`config.mk`:
```
export PLATFORM = sky130hd
export DESIGN_NAME = sync_fifo_flags
export DESIGN_NICKNAME = d
export VERILOG_FILES = /design/src/rtl/sync_fifo_flags.sv
export SDC_FILE = /design/constraint.sdc
export NUM_CORES = 1
export LEC_CHECK = 0
export CORE_MARGIN = 4
export CORE_UTILIZATION = 59
export CTS_CLUSTER_SIZE = 10
export DETAILED_ROUTE_END_ITERATION = 8
export MAX_ROUTING_LAYER = met4
export PLACE_DENSITY = 0.77
export SLEW_MARGIN = 20
export SYNTH_ARGS = -nofsm -noshare
export SYNTH_HDL_FRONTEND = slang
export SYNTH_SLANG_ARGS = --single-unit
```
`constraint.sdc`:
```
create_clock -name clk -period 1.9 [get_ports clk]
set_input_delay 0.475 -clock clk [delete_from_list [all_inputs] [get_ports clk]]
set_output_delay 0.475 -clock clk [all_outputs]
set_load 0.02 [all_outputs]
```
`src/rtl/sync_fifo_flags.sv`:
```
// Single-clock FIFO with occupancy count, almost-full/almost-empty, sticky error flags and optional FWFT read.
// Write rejected while full, read rejected while empty; rdata is one cycle after rinc (FWFT=0) or head-of-queue (FWFT=1).
module sync_fifo_flags #(
  parameter int DSIZE    = 8,
  parameter int ASIZE    = 4,
  parameter bit FWFT     = 1'b0,
  parameter int AF_LEVEL = (1 << ASIZE) - 2,
  parameter int AE_LEVEL = 2
) (
  input  logic             clk,
  input  logic             rst,
  input  logic [DSIZE-1:0] wdata,
  input  logic             winc,
  input  logic             rinc,
  input  logic             clr_err,
  output logic [DSIZE-1:0] rdata,
  output logic             wfull,
  output logic             rempty,
  output logic             almost_full,
  output logic             almost_empty,
  output logic [ASIZE:0]   count,
  output logic             overflow,
  output logic             underflow
);

  localparam int             DEPTH    = 1 << ASIZE;
  localparam logic [ASIZE:0] INC      = {{ASIZE{1'b0}}, 1'b1};
  localparam logic [ASIZE:0] AF_TH    = AF_LEVEL[ASIZE:0];
  localparam logic [ASIZE:0] AE_TH    = AE_LEVEL[ASIZE:0];
  localparam logic [ASIZE:0] FULL_XOR = {1'b1, {ASIZE{1'b0}}};

  logic [DSIZE-1:0] mem [DEPTH];
  logic [ASIZE:0]   wptr, rptr;
  logic [ASIZE:0]   wptr_nxt, rptr_nxt, count_nxt;
  logic             wr_ok, rd_ok;
  logic [DSIZE-1:0] head_nxt;

  always_comb begin
    wr_ok     = winc && !wfull;
    rd_ok     = rinc && !rempty;
    wptr_nxt  = wr_ok ? wptr + INC : wptr;
    rptr_nxt  = rd_ok ? rptr + INC : rptr;
    count_nxt = count;
    if (wr_ok && !rd_ok) begin
      count_nxt = count + INC;
    end else if (rd_ok && !wr_ok) begin
      count_nxt = count - INC;
    end
    // The entry being written this cycle becomes the head when the queue was empty
    // (or drains to it), so forward it instead of reading stale memory.
    head_nxt = mem[rptr_nxt[ASIZE-1:0]];
    if (wr_ok && (wptr[ASIZE-1:0] == rptr_nxt[ASIZE-1:0])) begin
      head_nxt = wdata;
    end
  end

  always_ff @(posedge clk) begin
    if (wr_ok && !rst) begin
      mem[wptr[ASIZE-1:0]] <= wdata;
    end
  end

  always_ff @(posedge clk) begin
    if (rst) begin
      wptr         <= '0;
      rptr         <= '0;
      count        <= '0;
      rdata        <= '0;
      wfull        <= 1'b0;
      rempty       <= 1'b1;
      almost_full  <= 1'b0;
      almost_empty <= 1'b1;
      overflow     <= 1'b0;
      underflow    <= 1'b0;
    end else begin
      wptr         <= wptr_nxt;
      rptr         <= rptr_nxt;
      count        <= count_nxt;
      wfull        <= ((wptr_nxt ^ rptr_nxt) == FULL_XOR);
      rempty       <= (wptr_nxt == rptr_nxt);
      almost_full  <= (count_nxt >= AF_TH);
      almost_empty <= (count_nxt <= AE_TH);
      if (FWFT) begin
        if (wptr_nxt != rptr_nxt) begin
          rdata <= head_nxt;
        end
      end else if (rd_ok) begin
        rdata <= mem[rptr[ASIZE-1:0]];
      end
      // A new error in the same cycle as clr_err keeps the flag set.
      if (winc && wfull) begin
        overflow <= 1'b1;
      end else if (clr_err) begin
        overflow <= 1'b0;
      end
      if (rinc && rempty) begin
        underflow <= 1'b1;
      end else if (clr_err) begin
        underflow <= 1'b0;
      end
    end
  end

endmodule

```
# After elaboration in Yosys (flattened, before gate mapping)
# Memories as Yosys holds them, arrays and structs flattened. A register that Yosys moved wholly into a read port is not among the register bits.
# Cells that the tools add are included.
# totals
ramBits,128
word_cells,42
reg_bits,21
latch_bits,0
romBits,0
n_memories,1
output_inout_bits,19
input_bits,13
# classes
n_shift,0
order_cmp,2
mul,0
n_mux,9
addsub,4
n_eq_ne,2
div_mod_pow,0
n_bitwise,1
n_reduce_logical,14
# mem_list
name,words,width,read_ports,rd_clocked_by_memory_dff,write_ports,line_no,source
mem,16,8,1,1,1,32,logic [DSIZE-1:0] mem [DEPTH];
# ops
cell,count
5-bit 2-to-1 mux,4
"5-bit by 1-bit adder with 5-bit output, second input constant",3
1-bit logical AND,7
5-bit == test,1
"5-bit == test, second input constant",1
"5-bit by 4-bit >= comparator with 1-bit output, second input constant",1
"5-bit by 2-bit <= comparator with 1-bit output, second input constant",1
1-bit zero test,5
1-bit 2-to-1 mux,5
"5-bit by 1-bit subtractor with 5-bit output, second input constant",1
5-bit bitwise XOR,1
2-bit nonzero test,2

# Longest topological paths before layout
# Gate-level depths: netlist (run 1).
# logic_depth
word_depth,7
ltp_mapped,7
mapped_depth_nobuf,6

# Least setup slack after synthesis (run 1)
# Ideal clock, no wire load.
# synth_path
kind,input-to-reg
startpoint,in winc
endpoint,"mem mem[0][0], enable pin"
arrival_ns,1.329
n_path_buf,1
setup_time_ns,0.370
required_ns,1.530
stages,4
path_slack_ns,0.200
cell_sequence,nor2b_2 > buf_6 > nand2_1 > nor2_1
# synth_between
elab_chain_cells,4
# synth_lines
item,line_no,source
"start, declared",13,"input logic winc,"
1-bit logical AND,39,wr_ok = winc && !wfull;
1-bit logical AND,58,if (wr_ok && !rst) begin
1-bit 2-to-1 mux,58,
1-bit 2-to-1 mux (implied by the code),59,mem[wptr[ASIZE-1:0]] <= wdata;
"end, declared",32,
# Every way passes these cells.

==> results_dict.tcl, run 1 <==
set metrics [dict create \
    switchingPower_uw 1880 \
    critPathMostFrequentCell "a21oi_1" \
    whs_ns 0.503 \
    htreeDepth 4 \
    area_delta_synth_final_pct 21.2 \
    maxSlewViolCount 0 \
    via_count 3574 \
    dp_hpwl_um 8050 \
    synth_warnings 0 \
    maxCapViolCount 0 \
    p_clk_share_pct 39.9 \
    ant_nets 0 \
    p_sw_share_pct 22.9 \
    place.gp.congestion 0.781 \
    crit_family "multiplexers" \
    p_int_uw 6300 \
    syn_area_um2 6310 \
    cp_data_required_time_ns 2.29 \
    slowest_stage "mux4_1" \
    dr.pass1.iters 7 \
    seq_area_frac_synth_pct 70.1 \
    critPathKind "reg2reg" \
    pwr-share-comb_pct 12.7 \
    grt_first_pass_wirelength_um 20000 \
    worstMarginPinSlew_ns 0.637 \
    setup_viol 0 \
    cp-start-kind "flop" \
    start_util_pct 60.8 \
    grt_pass1_vias 3627 \
    cp_cell_sequence "clkbuf_16 -> mux4_1 -> a22oi_1 -> a21oi_1 -> a21oi_1 -> nor2_1" \
    hold_viol 0 \
    rows 37 \
    die_area_um2 12400 \
    powerDensity_nw_per_um2 1070 \
    cts_sinks 157 \
    crit_path_max_incr_delay_ns 0.59 \
    clockBufferDepth 2 \
    hp-class "reg2reg" \
    detail_route.wl_per_cell_um 22.3 \
    io_buffers 31 \
    antenna_found_initial 0 \
    fin_nets 460 \
    seq_power_share_pct 47.4 \
    wl_um 13200 \
    slew_headroom_pct 57.4 \
    fin_skew_ns 0.00619 \
    ys_ff_latch 157 \
    grtUsageTotal_pct 22.4 \
    cellLeakagePower_uw 0.00268 \
    layout_setup_ws_ns 0.0125 \
    pre_cts_ws_ns -0.367 \
    layout_common_cells "edfxtp_1 (128), nor2_1 (44), buf_4 (41)" \
    cts_buffers 17 \
    syn_avg_cell_area_um2 17.5 \
    syn_inst 360 \
    core_area_um2 10400 \
    post_route_cells_drive_above_1_share_pct 23.6 \
    final_util_pct 73.7 \
    syn_nets 380 \
    synth_flop_cell "edfxtp_1" \
    irDropWorstVdd_uv 689 \
    setup-tns-final_ns 0 \
    worst_ep_arrival_time_ns 2.28 \
    antenna_cells 0 \
    layout_commonest_cell "edfxtp_1" \
    power_uw 8170 \
    critPathBufInv 1 \
    clkTransAtPathRegs_ns 0.06 \
    grt_max_degree 36 \
    via_per_inst 6.07 \
    status "finished clean" \
    timing.fmax_mhz 530 \
    cp_max_fo 9 \
    crit_path_end_kind "flop" \
    die_x_um 111 \
    die_y_um 111 \
    clk_root_buffer_cell "clkbuf_8" \
    cts_tree "yes" \
    route.detailed.drc 0 \
    drt_iter0_drc 296 \
    ys_async_sr_fraction_pct 0 \
    grt_overflow_total 0 \
    io_pins 32 \
    finalCritPeriodShare_pct 99.3 \
    fin_crit_ns 1.89 \
    ys_types 37 \
    clk_latency_ns 0.52 \
    synth_edf_count 128 \
]
## flip-flops by register name, indices dropped and copies added, names as in the netlist
name	count
rempty	1
wfull	1
almost_empty	1
mem	128
underflow	1
overflow	1
almost_full	1
rptr	5
wptr	5
rdata	8
count	5
## cell usage after synthesis, types with 3 or more instances
cell      instances  area [µm²]
xnor2_1           6        52.6
ha_1              7        87.6
xor2_1           12         105
nor2_1           44         165
mux4_2           11         248
nand2_1           7        26.3
and2_1            3        18.8
inv_1             7        26.3
nand3_1           3        15.0
mux4_1           21         552
clkbuf_1          5        18.8
a22oi_1          19         143
nand4_1           4        25.0
nor2b_1           4        25.0
a21oi_1          17        85.1
buf_2             4        20.0
nand3b_1          3        22.5
edfxtp_1        128        3840
nor3_1            3        15.0
dfxtp_1          29         581
## cell type report
cell class | instances | area, µm²
sequential | 157 | 4430
fill | 612 | 2720
multi-input combinational | 179 | 1750
timing repair buffer | 78 | 706
clock buffer | 20 | 425
tap | 136 | 170
clock inverter | 12 | 145
inverter | 7 | 26.3
## cell families after synthesis
group                      after synthesis  share of synthesized area (%)
AOI/OAI and AO/OA                       44                           4.84
DFF                                    157                           70.1
muxes                                   34                           13.0
and+or+nand+nor                         76                           5.59
buffers and inverters                   24                           2.56
xor gates and xnor gates                18                           2.50
adders and majority gates                7                           1.39
## metrics by stage
step | cells | cell area (µm²)
3_5_place_dp | 553 | 7020
4_1_cts | 585 | 7570
2_1_floorplan | 360 | 6310
5_1_grt | 589 | 7650
3_3_place_gp | 553 | 7020
6_report | 589 | 7650
## worst reg2reg max path: stages, from the launching register on
cell and delay (ns):
dfxtp_4 0.38, clkbuf_16 0.18, mux4_1 0.59, a22oi_1 0.30
a21oi_1 0.13, a21oi_1 0.12, nor2_1 0.06
## routing by layer
layer,track usage [%],share of wire [%],up-vias
li1,-,-,1577
met1,28.3,39,1783
met2,35.6,50,189
met3,5.76,8.2,25
met4,7.95,2.6,0
met5,-,0,-
## worst paths after layout
| kind | from | end | slack (ns) | cells after the start |
|---|---|---|---|---|
| hold / removal | rdata[1] | rdata[1] | 0.50 | 2 |
| setup reg to reg | rptr[0] | rdata[4] | 0.01 | 6 |
| hold reg to reg | rdata[1] | rdata[1] | 0.50 | 2 |
| setup / recovery | rptr[0] | rdata[4] | 0.01 | 6 |
## timing repair
| action | CTS | global route |
|---|---|---|
| gates resized for setup | 22 | 21 |
| setup buffers | 0 | 3 |
| hold buffers | 0 | 0 |
| cloned | 0 | 1 |
| pin swaps | 0 | 0 |
| setup endpoints to repair | 21 | 10 |
## power groups by stage
stage,sequential [µW],clock (µW),combinational (µW)
global placement,3940,0,968
CTS,3870,3290,970
floorplan,4000,0,571
detailed placement,3940,0,996
global route,3880,3460,1110
finish,3880,3260,1040
Note: power is estimated with default switching activity, not from simulation.
==> run 2, diff against run 1 <==
CORE_UTILIZATION = 60   (was 59)
PLACE_DENSITY = 0.79   (was 0.77)
clock period = 2.4 ns   (was 1.9 ns; I/O delays follow)
==> run 2 against run 1 <==
Flip-flop and latch count unchanged. Clock-buffer cell count down 1. Sequential power decreased by 21%. Total power is 21% lower. Core utilization fell by 0.98 points. Cell area fell by 2.2%. Sequential share of layout area increased by 1.3 points. Largest cell class unchanged.
==> results_dict.tcl, run 2 (synthesis gave the netlist of run 1 again) <==
set metrics [dict create \
    slowest_stage "clkdlybuf4s50_1" \
    setup_viol 0 \
    dr.pass1.iters 5 \
    fin_crit_ns 2.26 \
    grtUsageTotal_pct 22.5 \
    cts_tree "yes" \
    core_area_um2 10300 \
    die_x_um 111 \
    cp_cell_sequence "clkdlybuf4s50_1" \
    crit_path_max_incr_delay_ns 0.66 \
    path_depth 1 \
    irDropWorstVdd_uv 676 \
    cts_hold_buf 0 \
    min_path_cells 2 \
    detail_route.wl_per_cell_um 22.0 \
    layout_common_cells "edfxtp_1 (128), nor2_1 (44), clkdlybuf4s50_1 (31)" \
    maxCapViolCount 0 \
    grt_first_pass_wirelength_um 19800 \
    setup-tns-final_ns 0 \
    crit_path_end_kind "primary output" \
    fin_skew_ns 0.00579 \
    start_util_pct 61.4 \
    io_pins 32 \
    whs_ns 0.512 \
    cp_data_required_time_ns 1.80 \
    final_util_pct 72.8 \
    layout_commonest_cell "edfxtp_1" \
    r2r_slack_ns 0.37 \
    grt_max_degree 37 \
    clockBufferDepth 2 \
    cp-start-kind "flop" \
    area_delta_synth_final_pct 18.5 \
    cellLeakagePower_uw 0.00254 \
    post_cts_buffers 0 \
    dp_hpwl_um 7830 \
    pre_cts_ws_ns 0.00990 \
    clk_latency_ns 0.53 \
    via_per_inst 6.07 \
    critPathBufInv 1 \
    htreeDepth 4 \
    wl_um 12500 \
    cts_sinks 157 \
    cts_resized 0 \
    cts_buffers 17 \
    rsz0062_at_grt "false" \
    largest_register_ffs 128 \
    cp_max_fo 8 \
    hold_viol 0 \
    finalCritPeriodShare_pct 94.2 \
    clk_root_buffer_cell "clkbuf_8" \
    antenna_found_initial 0 \
    clkTransAtPathRegs_ns 0.06 \
    via_count 3452 \
    critPathKind "reg2out" \
    powerDensity_nw_per_um2 866 \
    die_y_um 111 \
    crit_family "buffers and inverters" \
    route.detailed.drc 0 \
    drt_iter0_drc 437 \
    worstMarginPinSlew_ns 0.675 \
    r2r_cells 6 \
    grt_pass1_vias 3411 \
    ant_nets 0 \
    slew_headroom_pct 54.8 \
    status "finished clean" \
    io_buffers 31 \
    antenna_cells 0 \
    place.gp.congestion 0.865 \
    worst_ep_arrival_time_ns 1.66 \
    layout_setup_ws_ns 0.138 \
    timing.fmax_mhz 442 \
    rows 37 \
    die_area_um2 12200 \
    hp-class "reg2reg" \
    maxSlewViolCount 0 \
    fin_nets 440 \
    fillCellCount 631 \
    grt_overflow_total 0 \
    post_route_cells_drive_above_1_share_pct 16.2 \
]
## run 2: stage by stage
step / area (µm²) / total power (µW) / instances
5_1_grt: 7480 / 6710 / 569
3_5_place_dp: 6880 / 3870 / 537
3_3_place_gp: 6880 / 3840 / 537
2_1_floorplan: 6310 / 3620 / 360
6_report: 7480 / 6480 / 569
4_1_cts: 7480 / 6510 / 569
## run 2: cell type report
class / count / area, µm² / area share (%)
Sequential cell: 157 / 4430 / 59.2
Multi-Input combinational cell: 179 / 1720 / 23.0
Timing Repair Buffer: 58 / 538 / 7.20
Clock buffer: 19 / 422 / 5.64
Clock inverter: 13 / 173 / 2.31
Tap cell: 136 / 170 / 2.28
Inverter: 7 / 26.3 / 0.351
## run 2: layer usage
| layer | global-route usage (%) | up-vias | wire (µm) |
|---|---|---|---|
| met5 | - | - | 0 |
| li1 | - | 1548 | - |
| met1 | 30.5 | 1734 | 5330 |
| met3 | 6.30 | 15 | 934 |
| met4 | 5.58 | 0 | 186 |
| met2 | 34.4 | 155 | 6090 |
## run 2: path summary, 6_finish.rpt
kind / start / endpoint
setup reg to reg: rptr[0] / rdata[4]
hold / removal: rdata[1] / rdata[1]
setup / recovery: count[0] / count[0]
hold reg to reg: rdata[1] / rdata[1]
## run 2: power by group
part,internal (µW),switching [µW]
registers,3010,58.0
clock network,1680,989
logic,356,386
total,5040,1430
